--- config.mk ---
export PLATFORM = sky130hd
export DESIGN_NAME = hwag_ign_scheduler_flat
export DESIGN_NICKNAME = d
export VERILOG_FILES = /design/src/rtl/hwag_pkg.sv /design/src/rtl/hwag_ign_scheduler_if.sv /design/src/rtl/hwag_window_check.sv /design/src/rtl/hwag_ign_scheduler.sv /design/src/flat_wrapper.sv
export SDC_FILE = /design/constraint.sdc
export NUM_CORES = 1
export LEC_CHECK = 0
export CORE_MARGIN = 5
export CORE_UTILIZATION = 30
export DETAILED_ROUTE_END_ITERATION = 6
export DONT_BUFFER_PORTS = 1
export GPL_ROUTABILITY_DRIVEN = 0
export GPL_TIMING_DRIVEN = 1
export RECOVER_POWER = 100
export SLEW_MARGIN = 10
export SYNTH_ARGS = -nofsm -noshare
export SYNTH_HDL_FRONTEND = slang
export SYNTH_SLANG_ARGS = --single-unit
--- constraint.sdc ---
create_clock -name clk -period 3.9 [get_ports clk]
set_input_delay 0.195 -clock clk [delete_from_list [all_inputs] [get_ports clk]]
set_output_delay 0.195 -clock clk [all_outputs]
set_load 0.05 [all_outputs]
--- src/rtl/hwag_pkg.sv ---
// Shared types and constants for the angle-generator scheduling blocks.
package hwag_pkg;

  localparam int ANGLE_WIDTH      = 24;
  localparam int ANGLE_TOP        = 7679;
  localparam int ANGLES_PER_TOOTH = 64;

  typedef logic [ANGLE_WIDTH-1:0] angle_t;

  // Commit FSM: shadow windows wait in PENDING until the next 720 deg wrap.
  typedef enum logic {
    IDLE    = 1'b0,
    PENDING = 1'b1
  } commit_state_e;

  // Angle window: output active from set (inclusive) to reset (exclusive).
  typedef struct packed {
    angle_t set;
    angle_t reset;
  } ign_window_t;

endpackage

--- src/rtl/hwag_ign_scheduler_if.sv ---
// Configuration port of the ignition scheduler.
// cfg_we and cfg_commit are single-cycle strobes with no back-pressure: the
// scheduler samples them on every clock edge. A rejected write is reported by
// a one-cycle cfg_err pulse, an applied commit by a one-cycle cfg_ack pulse;
// cfg_pending is high while a commit waits for the next 720 deg wrap.
interface hwag_ign_scheduler_if #(
  parameter int CH_NUM = 4
);
  localparam int CH_W = (CH_NUM > 1) ? $clog2(CH_NUM) : 1;

  logic                   cfg_we;
  logic [CH_W-1:0]        cfg_ch;
  logic                   cfg_sel;
  hwag_pkg::angle_t       cfg_data;
  logic                   cfg_commit;
  logic                   cfg_pending;
  logic                   cfg_ack;
  logic                   cfg_err;
  hwag_pkg::commit_state_e dbg_state;

  modport master (
    output cfg_we, cfg_ch, cfg_sel, cfg_data, cfg_commit,
    input  cfg_pending, cfg_ack, cfg_err, dbg_state
  );

  modport slave (
    input  cfg_we, cfg_ch, cfg_sel, cfg_data, cfg_commit,
    output cfg_pending, cfg_ack, cfg_err, dbg_state
  );

endinterface

--- src/rtl/hwag_window_check.sv ---
// Wrap-aware angle window comparator (combinational).
module hwag_window_check
  import hwag_pkg::*;
(
  input  ign_window_t window,
  input  angle_t      angle,
  output logic        active
);

  // set < reset: plain window; set > reset: window runs through 0; equal: off.
  always_comb begin
    active = 1'b0;
    if (window.set < window.reset) begin
      active = (angle >= window.set) && (angle < window.reset);
    end else if (window.set > window.reset) begin
      active = (angle >= window.set) || (angle < window.reset);
    end
  end

endmodule

--- src/rtl/hwag_ign_scheduler.sv ---
// Ignition scheduler: per-channel angle windows, one shared comparator scanned
// round-robin, shadow windows committed atomically at the 720 deg wrap.
module hwag_ign_scheduler
  import hwag_pkg::*;
#(
  parameter int CH_NUM      = 4,
  parameter int ANGLE_WIDTH = hwag_pkg::ANGLE_WIDTH,
  parameter int ANGLE_TOP   = hwag_pkg::ANGLE_TOP
) (
  input  logic                   clk,
  input  logic                   rst,
  input  logic                   hwag_start,
  input  logic [ANGLE_WIDTH-1:0] angle,
  hwag_ign_scheduler_if.slave    cfg,
  output logic [CH_NUM-1:0]      ign_out
);

  localparam int CH_W = (CH_NUM > 1) ? $clog2(CH_NUM) : 1;

  ign_window_t            shadow_q [CH_NUM];
  ign_window_t            shadow_d [CH_NUM];
  ign_window_t            active_q [CH_NUM];
  ign_window_t            active_d [CH_NUM];
  logic [CH_W-1:0]        scan_q, scan_d;
  logic [ANGLE_WIDTH-1:0] angle_prev_q, angle_prev_d;
  logic [CH_NUM-1:0]      ign_q, ign_d;
  commit_state_e          state_q, state_d;
  logic                   ack_q, ack_d;
  logic                   err_q, err_d;

  logic wrap;
  logic apply;
  logic write_ok;
  logic scan_hit;

  // Backwards angle step while synchronised (normal wrap or resync reload).
  assign wrap  = hwag_start && (angle < angle_prev_q);
  assign apply = (state_q == PENDING) && (wrap || !hwag_start);

  assign write_ok = cfg.cfg_we && (state_q == IDLE)
                 && (cfg.cfg_data <= ANGLE_WIDTH'(ANGLE_TOP))
                 && ({1'b0, cfg.cfg_ch} < (CH_W+1)'(CH_NUM));

  // The comparator always sees the pre-edge active window of the scanned channel.
  hwag_window_check u_window_check (
    .window (active_q[scan_q]),
    .angle  (angle),
    .active (scan_hit)
  );

  // Commit FSM: IDLE -> PENDING on request, back to IDLE when the copy happens.
  always_comb begin
    state_d = state_q;
    ack_d   = 1'b0;
    case (state_q)
      IDLE: begin
        if (cfg.cfg_commit) state_d = PENDING;
      end
      PENDING: begin
        if (apply) begin
          state_d = IDLE;
          ack_d   = 1'b1;
        end
      end
      default: state_d = IDLE;
    endcase
  end

  // Shadow writes, atomic shadow-to-active copy, scan and output update.
  always_comb begin
    shadow_d     = shadow_q;
    active_d     = active_q;
    ign_d        = ign_q;
    angle_prev_d = angle;
    err_d        = cfg.cfg_we && !write_ok;
    scan_d       = (scan_q == CH_W'(CH_NUM - 1)) ? '0 : scan_q + 1'b1;

    if (write_ok) begin
      if (cfg.cfg_sel) shadow_d[cfg.cfg_ch].reset = cfg.cfg_data;
      else             shadow_d[cfg.cfg_ch].set   = cfg.cfg_data;
    end

    // Writes are blocked while PENDING, so shadow_q is stable when copied.
    if (apply) active_d = shadow_q;

    if (!hwag_start) ign_d = '0;
    else             ign_d[scan_q] = scan_hit;
  end

  // State registers; asynchronous active-low reset clears everything.
  always_ff @(posedge clk or negedge rst) begin
    if (!rst) begin
      for (int i = 0; i < CH_NUM; i++) begin
        shadow_q[i] <= '0;
        active_q[i] <= '0;
      end
      scan_q       <= '0;
      angle_prev_q <= '0;
      ign_q        <= '0;
      state_q      <= IDLE;
      ack_q        <= 1'b0;
      err_q        <= 1'b0;
    end else begin
      shadow_q     <= shadow_d;
      active_q     <= active_d;
      scan_q       <= scan_d;
      angle_prev_q <= angle_prev_d;
      ign_q        <= ign_d;
      state_q      <= state_d;
      ack_q        <= ack_d;
      err_q        <= err_d;
    end
  end

  assign cfg.cfg_pending = (state_q == PENDING);
  assign cfg.cfg_ack     = ack_q;
  assign cfg.cfg_err     = err_q;
  assign cfg.dbg_state   = state_q;
  assign ign_out         = ign_q;

endmodule

--- src/flat_wrapper.sv ---
// flat-port wrapper written by rule: the top's interface ports become plain ports
module hwag_ign_scheduler_flat import hwag_pkg::*;
#(
  parameter int CH_NUM      = 4,
  parameter int ANGLE_WIDTH = hwag_pkg::ANGLE_WIDTH,
  parameter int ANGLE_TOP   = hwag_pkg::ANGLE_TOP
)
  (clk, rst, hwag_start, angle, ign_out, cfg_cfg_we, cfg_cfg_ch, cfg_cfg_sel, cfg_cfg_data, cfg_cfg_commit, cfg_cfg_pending, cfg_cfg_ack, cfg_cfg_err, cfg_dbg_state);
  hwag_ign_scheduler_if #(.CH_NUM(CH_NUM)) cfg_i ();
  input  logic clk;
  input  logic rst;
  input  logic hwag_start;
  input  logic [ANGLE_WIDTH-1:0] angle;
  output logic [CH_NUM-1:0] ign_out;
  input wire logic [$bits(cfg_i.cfg_we)-1:0] cfg_cfg_we;
  input wire logic [$bits(cfg_i.cfg_ch)-1:0] cfg_cfg_ch;
  input wire logic [$bits(cfg_i.cfg_sel)-1:0] cfg_cfg_sel;
  input wire logic [$bits(cfg_i.cfg_data)-1:0] cfg_cfg_data;
  input wire logic [$bits(cfg_i.cfg_commit)-1:0] cfg_cfg_commit;
  output wire logic [$bits(cfg_i.cfg_pending)-1:0] cfg_cfg_pending;
  output wire logic [$bits(cfg_i.cfg_ack)-1:0] cfg_cfg_ack;
  output wire logic [$bits(cfg_i.cfg_err)-1:0] cfg_cfg_err;
  output wire logic [$bits(cfg_i.dbg_state)-1:0] cfg_dbg_state;
  assign cfg_i.cfg_we = cfg_cfg_we;
  assign cfg_i.cfg_ch = cfg_cfg_ch;
  assign cfg_i.cfg_sel = cfg_cfg_sel;
  assign cfg_i.cfg_data = cfg_cfg_data;
  assign cfg_i.cfg_commit = cfg_cfg_commit;
  assign cfg_cfg_pending = cfg_i.cfg_pending;
  assign cfg_cfg_ack = cfg_i.cfg_ack;
  assign cfg_cfg_err = cfg_i.cfg_err;
  assign cfg_dbg_state = cfg_i.dbg_state;
  hwag_ign_scheduler #(.CH_NUM(CH_NUM), .ANGLE_WIDTH(ANGLE_WIDTH), .ANGLE_TOP(ANGLE_TOP)) u_core (.clk(clk), .rst(rst), .hwag_start(hwag_start), .angle(angle), .cfg(cfg_i), .ign_out(ign_out));
endmodule
== Yosys cells after proc, flatten, opt, wreduce, memory -nomap -nowiden ==
Cells that the tools add are included.

* $add $sub $neg: 1
* Multiply operators: 0
* Div/mod/pow operators: 0
* $lt $le $gt $ge: 11
* Equal/unequal tests: 1
* Shift operators: 0
* Muxes and demuxes: 22
* Bitwise logic cells: 3
* Reductions and logical operators: 12

{| class="wikitable"
|+ Operator list
! kind !! count
|-
| bitwise mux 192 bit || 2
|-
| demux 48 bit (select 2 bit) || 2
|-
| 2-to-1 mux 192 bit || 1
|-
| 2-to-1 mux 48 bit || 3
|-
| binary-select mux 48 bit (select 2 bit) || 1
|-
| < comparator 24 bit || 3
|-
| greater-or-equal comparator 24 bit || 1
|-
| greater-than comparator 24 bit || 1
|-
| less-or-equal comparator 24 x 13 -> 1 bit, second input constant || 1
|-
| 2-to-1 mux 24 bit || 1
|-
| logical AND 1 bit || 8
|-
| 2-to-1 mux 1 bit || 7
|-
| greater-or-equal comparator 3 bit, second input constant || 2
|-
| NOT 2 -> 3 bit || 2
|-
| bitwise mux 4 bit || 1
|-
| 2-to-1 mux 4 bit || 1
|-
| < comparator 2 x 3 -> 1 bit, second input constant || 1
|-
| < comparator 3 x 1 -> 1 bit, second input constant || 1
|-
| adder 2 x 1 -> 2 bit, second input constant || 1
|-
| demux 1 bit (select 2 bit) || 1
|-
| equality test 2 bit, second input constant || 1
|-
| greater-or-equal comparator 2 x 1 -> 1 bit, second input constant || 1
|-
| logical NOT 1 bit || 2
|-
| logical OR 1 bit || 2
|-
| 3 further kinds || 3
|}

* Bits in registers: 417
* Bits in latches: 0
* RAM bits: 0
* Memory bits (read-only): 0
* Memories: 0

== Longest topological paths before layout ==
* Depth in word-level cells: 10
* Gate-level depth with buffers: 13
* Gate-level depth less buffers: 10

== Cells and area by module ==
From an unflattened synthesis, not the netlist that was laid out.

* Cell total of the unflattened synthesis: 1251
* Area, all modules: 18519.0 um^2

{| class="wikitable"
|+ Modules (own cells, without submodules)
! module !! times used !! cells an instance !! area each (um^2) !! seq. area each (um^2)
|-
| hwag_ign_scheduler || 1 || 1024 || 16739.8 || 10435.0
|-
| hwag_window_check || 1 || 227 || 1779.2 || 0.0
|}

== Least setup slack after synthesis ==
OpenSTA, ideal clock, no wires.

* Kind: reg-to-reg
* Start: reg u_core.scan_q[0]
* End: reg u_core.ign_q[0] (netlist: u_core.ign_out[0])
* Arrival time: 3527 ps
* Data required time: 3813 ps
* Setup slack: 286 ps
* Cell stages (with the launch flop): 12
* Period minus slack after synthesis: 3614 ps
* Path through: dfrtp_1 -> clkbuf_1 -> buf_1 -> mux4_2 -> ha_1 -> nand4_1 -> nor4_1 -> nand3_1 -> or4_1 -> a21oi_2 -> o2111ai_1 -> o211ai_1

* Cells in the longest elaborated chain, start to end: 10
* Elaborated cells between the ends (all ways): 19
* Those cells by class: order compare (6); mux (9); bitwise (1); reduce/logical (3)

{| class="wikitable"
|+ RTL lines
! what !! RTL line !! text
|-
| start, declared || hwag_ign_scheduler.sv:24 || <nowiki>logic [CH_W-1:0] scan_q, scan_d;</nowiki>
|-
| start signal, assigned || hwag_ign_scheduler.sv:106 || <nowiki>scan_q <= scan_d;</nowiki>
|-
| NOT 2 -> 3 bit (implied by the code) || hwag_ign_scheduler.sv:46 || <nowiki>.window (active_q[scan_q]),</nowiki>
|-
| binary-select mux 48 bit (select 2 bit) || hwag_ign_scheduler.sv:46 ||
|-
| 2-to-1 mux 48 bit (implied by the code) (2 in a row) || hwag_ign_scheduler.sv:46 ||
|-
| greater-or-equal comparator 24 bit / < comparator 24 bit (equally long branches) || hwag_window_check.sv:14, hwag_window_check.sv:16 ||
|-
| logical OR 1 bit || hwag_window_check.sv:16 || <nowiki>active = (angle >= window.set) || (angle < window.reset);</nowiki>
|-
| 2-to-1 mux 1 bit || hwag_window_check.sv:15 || <nowiki>end else if (window.set > window.reset) begin</nowiki>
|-
| 2-to-1 mux 1 bit || hwag_window_check.sv:13 || <nowiki>if (window.set < window.reset) begin</nowiki>
|-
| bitwise mux 4 bit * || hwag_ign_scheduler.sv:87 || <nowiki>else ign_d[scan_q] = scan_hit;</nowiki>
|-
| 2-to-1 mux 4 bit * || hwag_ign_scheduler.sv:86 || <nowiki>if (!hwag_start) ign_d = '0;</nowiki>
|-
| end signal, assigned || hwag_ign_scheduler.sv:108 || <nowiki>ign_q <= ign_d;</nowiki>
|-
| end, declared || hwag_ign_scheduler.sv:26 || <nowiki>logic [CH_NUM-1:0] ign_q, ign_d;</nowiki>
|}

Every way passes the cells marked *; elsewhere a longest branch is shown, timed or not. The select of a mux whose other input is x is not followed.
A chain may end at the register's enable or synchronous reset.

== Final worst setup path ==
* Start: reg u_core.scan_q[0]
* End: reg u_core.ign_q[2] (netlist: u_core.ign_out[2])

The elaborated chain is that of the path after synthesis.

==> impl_metrics.py <==
metrics = {
    "run_status": {
        "outcome": "finished, violations left",
        "violations": "hold timing",
    },
    "cells_and_area": {
        "fill_cells": 5831,
        "postLayoutCoreUtil_pct": 34.7,
        "final_cell_area_um2": 21300,
        "layout-drive-gt1-share_pct": 20.9,
        "syn_to_final_growth_pct": 15.0,
        "nNetsFinal": 1474,
    },
    "detailed_routing": {
        "via_count": 10200,
        "drc": 0,
        "detail-route-antenna-nets": 0,
        "drt_iter0_drc": 640,
        "vias_per_cell": 4.76,
        "routed_wl_um": 41600,
        "avgRoutedWirePerCell_um": 19.3,
        "drt-pass1-iter-count": 4,
    },
    "worst_setup_path": {
        "end_kind": "register",
        "required_ns": 4.37,
        "startpoint": "u_core.scan_q[0]",
        "r2r-start": "u_core.scan_q[0]",
        "path_class": "register to register",
        "r2r_slack_ns": 0.20,
        "worstPathArrival_ns": 4.17,
        "startpoint_type": "register",
        "critical_path.max_fanout": 7,
    },
    "clock_tree": {
        "cts_root_buffer": "clkbuf_16",
        "cts-hold-fix-buffers": 43,
        "post-cts-setup-buffers": 0,
        "clock-sinks": 417,
        "worstSkewPairLatency_ns": 0.56,
        "cts_tree": "done",
        "htreeDepth": 2,
        "cts_buffers": 46,
        "clk_path_buf_depth": 3,
        "clkTransAtPathRegs_ns": 0.06,
    },
    "logic_synthesis": {
        "yosys.cell_types.count": 52,
        "synthArstFlopShare_pct": 100,
        "synth_top_cell_by_area": "dfrtp_1",
        "synth_top_area_share_pct": 56.4,
        "syn-num-nets": 1405,
        "syn_area_per_cell_um2": 14.8,
        "synthFlopType": "dfrtp_1",
        "synthTopCellsByCount": "dfrtp_1, mux2_1, mux2_2",
        "synth_area_leaders": "dfrtp_1, mux2_1, mux2_2",
        "ys_ff_latch": 417,
        "yosysMostFrequentCell": "dfrtp_1",
        "ys_seq_area_share_pct": 56.4,
        "mappedNetlistArea_um2": 18500,
        "synth_edf_count": 0,
        "yosysWarningCount": 0,
        "syn-instance-count": 1251,
    },
    "power": {
        "power_switching_share_pct": 23.3,
        "ir_drop_v": 0.000272,
        "power.density_nw_per_um2": 451,
        "sequentialPowerShare_pct": 45.6,
        "pwr-share-clk_pct": 46.2,
        "leakage_nw": 10.6,
        "p_sw_w": 0.00223,
        "combPwrFrac_pct": 8.1,
        "internal-power_w": 0.00736,
        "p_total_w": 0.00959,
    },
    "die": {
        "coreArea_um2": 61400,
        "die_y_um": 258,
        "initial_core_util_pct": 30.1,
        "ios": 64,
        "num_rows": 91,
        "die_area_um2": 66700,
        "die_w_um": 258,
    },
    "grt": {
        "grt_overflow": 0,
        "grt_max_degree": 418,
        "grt_pass1_wl_um": 67100,
        "grtUsageTotal_pct": 12.7,
        "grt_pass1_vias": 11400,
        "antenna_found_initial": 3,
    },
    "sta": {
        "holdWs_ns": -0.649,
        "worst_pin_slew_ns": 1.36,
        "setup_viol": 0,
        "max_freq_ghz": 0.270,
        "hold_viol": 417,
        "fin_crit_ns": 3.70,
        "finalCritPeriodShare_pct": 95.0,
        "relSlewSlack_pct": 9.14,
        "clock-skew-final_ns": 0.0164,
        "fin_tns_setup_ns": 0,
        "rsz0062_at_grt": "false",
        "worst_slack_ns": 0.196,
        "slew_viol_final": 0,
    },
    "placement": {
        "pre_cts_slack_ns": 0.186,
        "dp_hpwl_um": 27300,
        "place_area_um2": 19400,
        "io_buffers": 0,
    },
    "hold_path": {
        "min_path_type": "input pin to async pin",
    },
    "run": {
        "maxCapViolCount": 0,
    },
}
## power by group through the flow
stage               clock network, W  registers (W)  logic [W]
floorplan                          0        0.00447   0.000660
global placement                   0        0.00446   0.000751
detailed placement                 0        0.00446   0.000757
CTS                          0.00456        0.00438   0.000814
global route                 0.00474        0.00438   0.000841
finish                       0.00443        0.00438   0.000782
## cell families after synthesis
kind of cell	after synthesis	share of synthesized area [%]
AOI/OAI and AO/OA	85	3.17
adders and majority gates	98	6.63
and+or+nand+nor	181	6.17
buffers and inverters	126	3.59
DFF	417	56.4
muxes	344	24.0
## state kept, by name, indices dropped and copies added, names as in the netlist
signal and cells:
u_core.scan_q 2, u_core.cfg.cfg_err 1, u_core.shadow_q 192, u_core.ign_out 4, u_core.cfg.cfg_ack 1, u_core.active_q 192
u_core.cfg.cfg_pending 1, u_core.angle_prev_q 24
## critical path, cell delays in order, from the launching register on
cell,delay (ns)
dfrtp_4,0.53
buf_4,0.25
mux4_2,0.54
ha_1,0.35
nand4_1,0.24
nor4_2,0.40
nand3_1,0.16
or4_1,0.60
a21oi_2,0.23
o2111ai_1,0.16
o211ai_1,0.15
## metal layers
layer / global-route usage (%) / wire length, um / up-vias
li1: - / - / 4632
met1: 16.8 / 18700 / 5343
met2: 20.9 / 19900 / 182
met3: 2.95 / 1990 / 69
met4: 3.98 / 1030 / 2
met5: 0 / 13 / -
## per-stage QoR
stage          instances  hold WS [ns]
2_1_floorplan       1251        -0.101
3_3_place_gp        2019       -0.0443
3_5_place_dp        2019       -0.0469
4_1_cts             2146        -0.660
5_1_grt             2147        -0.689
6_report            2148        -0.649
## what timing repair did
item,4_1_cts,5_1_grt
setup endpoints to repair,0,4
gates resized for setup,0,2
hold endpoints to repair,559,417
## layout by cell type, fill, tap and decap left out, types with 4 or more instances in the layout
cell type / Yosys / routed
buf_12: 0 / 6
o21a_1: 6 / 6
o21ai_0: 13 / 13
nor3_1: 7 / 8
nand3b_1: 5 / 5
dfrtp_1: 417 / 415
a21o_1: 13 / 13
a21oi_1: 18 / 18
buf_4: 7 / 8
mux2_1: 161 / 170
nor2_1: 13 / 13
clkinv_2: 0 / 11
nor2_2: 0 / 6
clkbuf_8: 0 / 15
clkbuf_16: 0 / 47
nand3_1: 11 / 11
nand2b_1: 4 / 5
nand4_1: 17 / 17
mux2_2: 126 / 126
a211oi_1: 9 / 9
nor2b_1: 86 / 86
mux4_2: 48 / 48
dlygate4sd3_1: 0 / 43
o211ai_1: 8 / 8
inv_1: 76 / 76
nand2_1: 14 / 15
ha_1: 98 / 98
o2111ai_1: 4 / 4
clkbuf_1: 8 / 15
## layout make-up
| cell class | count | area [um2] | area share, % |
|---|---|---|---|
| sequential | 417 | 10400 | 49.1 |
| multi-input combinational | 708 | 7300 | 34.3 |
| clock buffer | 64 | 1390 | 6.54 |
| tap | 790 | 988 | 4.65 |
| timing repair buffer | 71 | 664 | 3.12 |
| inverter | 76 | 285 | 1.34 |
| clock inverter | 20 | 194 | 0.912 |
| antenna | 2 | 5.00 | 0.0235 |
## final timing paths
path | depth (start not counted) | endpoint
worst max-delay path | 10 | u_core.ign_out[2]
worst min-delay path | 0 | u_core.shadow_q[58]
worst max register to register | 10 | u_core.ign_out[2]
worst min register to register | 1 | u_core.active_q[23]
max in group asynchronous | 0 | u_core.active_q[65]
min in group clk | 3 | u_core.shadow_q[37]
(Power assumes the default switching activity.)
